$ cat src/rtl/bram_pkg.sv
// rtl/bram_pkg.sv - shared types and helpers for the frame BRAM reader
// Purpose: reader FSM state encoding and the frame word-count helper.
// Ports: none (package).
package bram_pkg;

    typedef enum logic [1:0] {
        ST_IDLE  = 2'd0,
        ST_ISSUE = 2'd1,
        ST_DRAIN = 2'd2
    } reader_state_t;

    function automatic int frame_words(input int w, input int h);
        return w * h;
    endfunction

endpackage

$ cat src/rtl/sync_fifo.sv
// rtl/sync_fifo.sv - first-word-fall-through synchronous FIFO
// Purpose: small prefetch buffer; head shows the oldest entry while not empty.
// Ports: clk, reset (async, active-high), push/push_data, pop,
//        head (oldest entry), full, empty, count (occupancy).
module sync_fifo #(
    parameter int data_width = 8,
    parameter int depth      = 4,
    localparam int cnt_bits  = $clog2(depth + 1),
    localparam int ptr_bits  = (depth > 1) ? $clog2(depth) : 1
) (
    input  logic                  clk,
    input  logic                  reset,
    input  logic                  push,
    input  logic [data_width-1:0] push_data,
    input  logic                  pop,
    output logic [data_width-1:0] head,
    output logic                  full,
    output logic                  empty,
    output logic [cnt_bits-1:0]   count
);

    logic [data_width-1:0] mem [depth];
    logic [ptr_bits-1:0]   wr_ptr;
    logic [ptr_bits-1:0]   rd_ptr;
    logic                  do_push;
    logic                  do_pop;

    assign full    = (count == cnt_bits'(depth));
    assign empty   = (count == '0);
    assign do_push = push && !full;
    assign do_pop  = pop && !empty;
    assign head    = mem[rd_ptr];

    function automatic logic [ptr_bits-1:0] ptr_next(input logic [ptr_bits-1:0] p);
        return (p == ptr_bits'(depth - 1)) ? '0 : p + ptr_bits'(1);
    endfunction

    // Storage is not reset; occupancy tracking alone decides what is valid.
    always_ff @(posedge clk) begin
        if (do_push) begin
            mem[wr_ptr] <= push_data;
        end
    end

    always_ff @(posedge clk or posedge reset) begin
        if (reset) begin
            wr_ptr <= '0;
            rd_ptr <= '0;
            count  <= '0;
        end else begin
            if (do_push) begin
                wr_ptr <= ptr_next(wr_ptr);
            end
            if (do_pop) begin
                rd_ptr <= ptr_next(rd_ptr);
            end
            count <= count + cnt_bits'(do_push) - cnt_bits'(do_pop);
        end
    end

endmodule

$ cat src/rtl/bram_frame_reader.sv
// rtl/bram_frame_reader.sv - reads one frame from a BRAM half and streams it out
// Purpose: on start, issues frame_size sequential reads from the selected BRAM
//          half, tracks the fixed read latency, buffers returned words in a
//          prefetch FIFO and presents them as split a/b fields with a last flag.
// Ports: clk, reset (async, active-high), start, bram_index_in, idle,
//        rd_bram_index/rd_address/rd_ena/rd_data (BRAM read port),
//        out_a/out_b/out_valid/out_ready/out_last (output stream).
module bram_frame_reader
    import bram_pkg::*;
#(
    parameter int width      = 120,
    parameter int height     = 240,
    parameter int frame_size = frame_words(width, height),
    parameter int addr_bits  = $clog2(frame_size),
    parameter int a_width    = 13,
    parameter int b_width    = 8,
    parameter int rd_latency = 2,
    parameter int fifo_depth = 4
) (
    input  logic                         clk,
    input  logic                         reset,
    input  logic                         start,
    input  logic                         bram_index_in,
    output logic                         idle,
    output logic                         rd_bram_index,
    output logic [addr_bits-1:0]         rd_address,
    output logic                         rd_ena,
    input  logic [a_width+b_width-1:0]   rd_data,
    output logic [a_width-1:0]           out_a,
    output logic [b_width-1:0]           out_b,
    output logic                         out_valid,
    input  logic                         out_ready,
    output logic                         out_last
);

    localparam int data_width = a_width + b_width;
    localparam int cnt_bits   = $clog2(fifo_depth + 1);
    localparam int out_bits   = $clog2(rd_latency + 1);
    localparam logic [addr_bits-1:0] last_addr = addr_bits'(frame_size - 1);

    reader_state_t          state;
    logic [rd_latency-1:0]  valid_sr;
    logic [rd_latency-1:0]  last_sr;
    logic [out_bits-1:0]    outstanding;

    logic                   fifo_push;
    logic                   fifo_pop;
    logic                   fifo_full;
    logic                   fifo_empty;
    logic [cnt_bits-1:0]    fifo_count;
    logic [data_width:0]    fifo_head;
    logic                   issue_ok;
    logic                   drain_done;

    // Credit check: every read in flight already owns a FIFO slot, so a push
    // can never land in a full FIFO. Occupancy is taken before this cycle's pop.
    assign issue_ok = (state == ST_ISSUE) &&
                      ((int'(outstanding) + int'(fifo_count)) < fifo_depth);
    assign rd_ena   = issue_ok;
    assign idle     = (state == ST_IDLE);

    assign fifo_push = valid_sr[rd_latency-1] && !fifo_full;
    assign fifo_pop  = out_valid && out_ready;

    assign out_valid = !fifo_empty;
    assign out_last  = !fifo_empty && fifo_head[data_width];
    assign out_a     = fifo_head[data_width-1:b_width];
    assign out_b     = fifo_head[b_width-1:0];

    // Nothing in flight means nothing can be pushed, so the FIFO is drained
    // once it is empty or its final entry is leaving this cycle.
    assign drain_done = (outstanding == '0) &&
                        (fifo_empty || ((fifo_count == cnt_bits'(1)) && fifo_pop));

    sync_fifo #(
        .data_width (data_width + 1),
        .depth      (fifo_depth)
    ) u_fifo (
        .clk       (clk),
        .reset     (reset),
        .push      (fifo_push),
        .push_data ({last_sr[rd_latency-1], rd_data}),
        .pop       (fifo_pop),
        .head      (fifo_head),
        .full      (fifo_full),
        .empty     (fifo_empty),
        .count     (fifo_count)
    );

    // Read-latency tracking: clearing these on reset discards in-flight data.
    always_ff @(posedge clk or posedge reset) begin
        if (reset) begin
            valid_sr    <= '0;
            last_sr     <= '0;
            outstanding <= '0;
        end else begin
            valid_sr[0] <= rd_ena;
            last_sr[0]  <= rd_ena && (rd_address == last_addr);
            for (int k = 1; k < rd_latency; k++) begin
                valid_sr[k] <= valid_sr[k-1];
                last_sr[k]  <= last_sr[k-1];
            end
            outstanding <= outstanding + out_bits'(rd_ena)
                                       - out_bits'(valid_sr[rd_latency-1]);
        end
    end

    always_ff @(posedge clk or posedge reset) begin
        if (reset) begin
            state         <= ST_IDLE;
            rd_address    <= '0;
            rd_bram_index <= 1'b0;
        end else begin
            case (state)
                ST_IDLE: begin
                    if (start) begin
                        rd_bram_index <= bram_index_in;
                        rd_address    <= '0;
                        state         <= ST_ISSUE;
                    end
                end
                ST_ISSUE: begin
                    if (issue_ok) begin
                        if (rd_address == last_addr) begin
                            rd_address <= '0;
                            state      <= ST_DRAIN;
                        end else begin
                            rd_address <= rd_address + addr_bits'(1);
                        end
                    end
                end
                ST_DRAIN: begin
                    if (drain_done) begin
                        state <= ST_IDLE;
                    end
                end
                default: state <= ST_IDLE;
            endcase
        end
    end

endmodule
$ cat config.mk
export PLATFORM = sky130hd
export DESIGN_NAME = bram_frame_reader
export DESIGN_NICKNAME = d
export VERILOG_FILES = /design/src/rtl/bram_pkg.sv /design/src/rtl/sync_fifo.sv /design/src/rtl/bram_frame_reader.sv
export SDC_FILE = /design/constraint.sdc
export NUM_CORES = 1
export LEC_CHECK = 0
export BUFFER_PORTS_ARGS = -buffer_cell sky130_fd_sc_hd__buf_4
export CAP_MARGIN = 20
export CORE_ASPECT_RATIO = 1.4
export CORE_MARGIN = 5
export CORE_UTILIZATION = 57
export CTS_CLUSTER_SIZE = 12
export DETAILED_ROUTE_END_ITERATION = 10
export PLACE_DENSITY = 0.89
export SYNTH_ARGS = -nofsm -noshare
export SYNTH_HDL_FRONTEND = slang
export SYNTH_HIERARCHICAL = 1
export SYNTH_SLANG_ARGS = --single-unit
$ cat constraint.sdc
create_clock -name clk -period 3.2 [get_ports clk]
set_input_delay 0.32 -clock clk [delete_from_list [all_inputs] [get_ports clk]]
set_output_delay 0.32 -clock clk [all_outputs]
set_load 0.1 [all_outputs]
### Yosys cells after proc, flatten, opt, wreduce, memory -nomap -nowiden

Memories as Yosys holds them, arrays and structs flattened.
Index checks and enable logic that the tools add are counted.
W data, S select, Z words.

| cells by class | value |
|---|---|
| multiply operators | 0 |
| equal/unequal tests | 11 |
| magnitude comparators | 1 |
| bitwise logic cells | 0 |
| shifts and indexed selects | 0 |
| divide/modulo/power cells | 0 |
| multiplexer cells | 13 |
| $add $sub $neg | 8 |
| reduce and logical (&&, ||, !) cells | 19 |

Operators by type and width:

| operator | number |
|---|---|
| $mux W15 | 3 |
| $pmux W15 S2 | 1 |
| $add A15 B1 Y15 const B | 1 |
| $eq A15 B15 Y1 const B | 1 |
| $mux W2 | 6 |
| $logic_and A1 B1 Y1 | 9 |
| $eq A2 B2 Y1 const B | 3 |
| $ne A2 B2 Y1 const B | 3 |
| $pmux W2 S3 | 1 |
| $add A2 B1 Y2 const B | 2 |
| $add A2 B3 Y4 | 1 |
| $logic_not A2 Y1 | 2 |
| $lt A4 B3 Y1 const B | 1 |
| $reduce_and A4 Y1 | 1 |
| $add A3 B1 Y3 | 1 |
| $eq A3 B1 Y1 const B | 1 |
| $eq A3 B3 Y1 const B | 1 |
| $logic_not A3 Y1 | 1 |
| $reduce_and A3 Y1 | 1 |
| $sub A3 B1 Y3 | 1 |
| $add A2 B1 Y2 | 1 |
| $eq A2 B1 Y1 const B | 1 |
| $logic_not A1 Y1 | 2 |
| $mux W1 | 2 |
| 5 further kinds | 5 |

| storage, ports and cells | value |
|---|---|
| bits in read-only memories | 0 |
| register bits after elaboration | 31 |
| memories kept | 1 |
| bits in writable memories | 88 |
| latch bits | 0 |
| logic and storage cells | 62 |

Memory list:

| memory | words | width | read ports | clocked after Yosys merged registers in | wr ports | line | text |
|---|---|---|---|---|---|---|---|
| u_fifo.mem | 4 | 22 | 1 | 0 | 1 | sync_fifo.sv:22 | `logic [data_width-1:0] mem [depth];` |

### Depth between registers and ports, before layout

| logic depth | value |
|---|---|
| depth after elaboration | 8 |
| mapped depth | 10 |

### Hierarchy

The synthesis kept the hierarchy.

Modules (own cells, without submodules):

| module | area an instance (um^2) | times used | cells an instance |
|---|---|---|---|
| sync_fifo | 3,636.0 | 1 | 154 |
| bram_frame_reader | 1,306.3 | 1 | 139 |

### Least setup slack after synthesis

OpenSTA, ideal clock, no wires.

| timing path | value |
|---|---|
| path kind | register to register |
| start point | register outstanding[1] |
| end point | register outstanding[1] |
| setup time | 80 ps |
| arrival time | 2,804 ps |
| data required time | 3,120 ps |
| stages on the path, launching flop included | 9 |
| slack | 316 ps |
| clock period less this slack | 2,884 ps |
| cells stage by stage | dfrtp_1 -> ha_1 -> nand3_1 -> and4b_1 -> clkbuf_1 -> clkbuf_1 -> ha_1 -> xnor2_1 -> xnor2_1 |

| between the ends | value |
|---|---|
| word-level cells in the longest chain between the ends | 5 |

RTL lines:

| what | line | text |
|---|---|---|
| start, declared | bram_frame_reader.sv:44 | `logic [out_bits-1:0] outstanding;` |
| start signal, assigned | bram_frame_reader.sv:103 | `outstanding <= outstanding + out_bits'(rd_ena)` |
| $add A2 B3 Y4 | bram_frame_reader.sv:58 | `((int'(outstanding) + int'(fifo_count)) < fifo_depth);` |
| $lt A4 B3 Y1 | bram_frame_reader.sv:58 |  |
| $logic_and A1 B1 Y1 | bram_frame_reader.sv:57 | `assign issue_ok = (state == ST_ISSUE) &&` |
| named net rd_ena | bram_frame_reader.sv:27 | `output logic rd_ena,` |
| $add A2 B1 Y2 | bram_frame_reader.sv:103 |  |
| $sub A2 B1 Y2 | bram_frame_reader.sv:104 | `- out_bits'(valid_sr[rd_latency-1]);` |

The timed path passes the listed nets, and every way through them passes these cells.
A chain may end at the register's enable or synchronous reset.

### Final worst setup path

| timing path | value |
|---|---|
| start point | register outstanding[1] |
| end point | output port rd_ena |

| between the ends | value |
|---|---|
| word-level cells in the longest chain between the ends | 3 |

RTL lines:

| what | line |
|---|---|
| $add A2 B3 Y4 | bram_frame_reader.sv:58 |
| $lt A4 B3 Y1 | bram_frame_reader.sv:58 |
| $logic_and A1 B1 Y1 | bram_frame_reader.sv:57 |
| end, declared | bram_frame_reader.sv:27 |

Every way passes these cells.

==> summary.md <==
| Metric | Value |
|---|---|
| Commonest non-fill, non-tap cell in the layout | `edfxtp_1` |
| Pin count of the biggest net entering global routing | `26` |
| Worst path max stage delay | `660 ps` |
| Clk buf depth | `2` |
| Final #Nets | `409` |
| DP HPWL | `5880 microns` |
| CP Class | `reg -> out` |
| Largest fanout on the critical path | `18` |
| Part of the cycle the worst path needs | `82.0%` |
| Max Cap Viol | `0` |
| Max-slew violations | `0` |
| TritonCTS buffer count | `17` |
| Number of synthesized flops with an enable pin | `88` |
| # Post-CTS Setup Buffers | `0` |
| DIE WIDTH | `88.7 microns` |
| Buf/Inv on CP | `1` |
| WHS Path Cells | `1` |
| Dpl cell area | `5510 sq um` |
| Area Overhead vs Synth | `24.2%` |
| CP startpoint kind | `flop` |
| Fraction of registers with async set/reset | `26.1%` |
| Layout cells sized above 1 | `35.4%` |
| CTS root buf | `clkbuf_16` |
| YS warnings | `6` |
| Setup slack, reg-to-reg | `700 ps` |
| Gp weighted congestion | `0.826` |
| Least-Margin Pin Slew | `779 ps` |
| Starting Density | `58.1%` |
| Fin. Hold Viols | `0` |
| # IOs | `67` |
| FP Rows | `40` |
| Ant. Diodes | `0` |
| Post-route cell area | `6140 sq um` |
| First-pass GRT wire length | `15200 microns` |
| Mapped cell area | `4940 sq um` |
| FF+latch count, synth | `119` |
| Hold Path Class | `in -> reg` |
| Setup violators final | `0` |
| Post-route ant nets | `0` |
| Die Span Y | `120 microns` |
| Min-Delay Endpoint | `u_fifo/mem[1][10]$_DFFE_PP_` |
| FILL cells | `530` |
| Cell Chain, Critical Path | `ha_1 > nand3_1 > and4b_1 > buf_4` |
| WL/cell | `19.4 microns` |
| GR Overflow Total | `0` |
| Reg2Reg Depth | `10` |
| Synth Flop Type | `edfxtp_1` |
| Sequential area share after synthesis | `69.2%` |
| Maximum operating frequency | `0.381 GHz` |
| Vias in the first global route | `3022` |
| GRT Util Overall | `19.2%` |
| Pre-Repair DR Iteration Count | `4` |
| CTS tree | `built` |
| Post-synth top area cell | `edfxtp_1` |
| Most frequent cells in the layout | `edfxtp_1, buf_4, dfrtp_1, mux4_2, a31oi_1` |
| Reg2reg start | `u_fifo/count[2]$_DFF_PP0_` |
| DRC | `0` |
| Die Area | `10700 sq um` |
| Hold Path Origin | `rd_data[10]` |
| Fin Clk Skew | `10.1 ps` |
| Initial DRC Count | `195` |
| Reg-to-reg endpoint | `u_fifo/count[2]$_DFF_PP0_` |
| Clock Latency Late Sink | `400 ps` |
| Crit-path slowest cell | `and4b_1` |
| IO buf count | `66` |
| Vias post-DR | `2861` |
| Rel. slew slack | `48.1%` |
| Final TNS setup | `0 ps` |
| Initial antenna violation count | `0` |
| Unrepaired setup endpoints after global routing | `false` |
| Netlist cell types | `35` |
| Cell family contributing the most delay on the critical path | `simple AND/OR/NAND/NOR gates` |
| Clock slew at reported path FFs | `60 ps` |
| Outcome | `finished, final reports clean` |
| Avg Cell Area, Syn | `16.9 sq um` |
| Clock H-tree levels | `4` |
| Synth area leaders | `edfxtp_1, dfrtp_1, mux4_2, ha_1, a31oi_1` |
| Worst EP required | `2880 ps` |
| Fin crit period | `2620 ps` |
| Critical path endpoint category | `primary output` |
| Clock Sinks | `119` |
| Final WL | `9500 microns` |
| Stages on worst setup path | `4` |
| CORE AREA | `8510 sq um` |
| Synth top area share | `53.5%` |
| Synthesized net count | `331` |
| Post-Syn Instances | `293` |
| Worst Path Arrival | `2300 ps` |
| Via-to-Cell Ratio | `5.85` |
==> cell usage after synthesis (5+ instances only) <==
cell type and count:
nor2b_1 6, a31oi_1 21, buf_6 5, ha_1 11, mux4_2 22, nor2_1 8
nand3b_1 9, nor3_1 5, inv_1 16, edfxtp_1 88, nand2_1 8, nand4_1 5
dfrtp_1 31, o21ai_0 8, nand3_1 9
==> timing repair <==
| item | CTS | global route |
|---|---|---|
| gates resized for setup | 0 | 0 |
| endpoints found under the hold margin | 7 | 0 |
| hold buffers | 1 | 0 |
==> cell type report <==
class | instances | area [sq um] | area share [%]
clock buffer | 17 | 425 | 6.93
timing repair buffer | 71 | 556 | 9.05
clock inverter | 15 | 169 | 2.75
multi-input combinational | 146 | 1380 | 22.4
tap | 105 | 131 | 2.14
inverter | 16 | 60.1 | 0.978
sequential | 119 | 3420 | 55.7
==> stage by stage <==
step / util (%) / std cells / hold slack (ps) / setup WS, ps
detailed placement: 64.7 / 455 / 281 / 743
global placement: 64.7 / 455 / 277 / 865
floorplan: - / 293 / 123 / 316
global route: 72.1 / 489 / 93.5 / 446
CTS: 71.8 / 488 / 99.2 / 558
finish: 72.1 / 489 / 113 / 578
==> metal layers <==
metal  routed length (microns)  part of all wire [%]  track usage [%]  vias up
met3                       622                   6.6             7.16       13
met2                      5080                    53             31.9      106
met5                         0                     0                0        -
met4                       124                   1.3             6.99        0
li1                          -                     -                -     1311
met1                      3670                    39             22.6     1431
==> worst max-delay path by stage <==
stage	slack (ps)	startpoint	to
4_1_cts	560	outstanding[1]$_DFF_PP0_	rd_ena
2_1_floorplan	320	outstanding[1]$_DFF_PP0_	outstanding[1]$_DFF_PP0_
3_5_place_dp	740	u_fifo/count[2]$_DFF_PP0_	u_fifo/count[2]$_DFF_PP0_
5_1_grt	450	u_fifo/count[1]$_DFF_PP0_	rd_ena
6_report	580	outstanding[1]$_DFF_PP0_	rd_ena
3_3_place_gp	870	u_fifo/count[2]$_DFF_PP0_	u_fifo/count[2]$_DFF_PP0_
==> cells by family (layout without fill, tap and decap cells) <==
kind of cell               after synthesis  count (layout)  share of synthesized area (%)
xor gates and xnor gates                 4               4                          0.709
DFF                                    119             119                           69.2
and+or+nand+nor                         70              70                           8.46
AOI/OAI and AO/OA                       33              33                           4.20
muxes                                   27              27                           11.3
adders and majority gates               12              12                           3.19
buffers and inverters                   28             119                           2.96
==> state kept, by name (all words and copies together) (netlist names) <==
register,cells
u_fifo/mem,88
rd_address,15
u_fifo/count,3
last_sr,2
outstanding,2
state,2
u_fifo/rd_ptr,2
u_fifo/wr_ptr,2
valid_sr,2
rd_bram_index,1
Power is not shown: default switching activity piles up to over one toggle a cycle in this logic, so the estimate is an artifact.
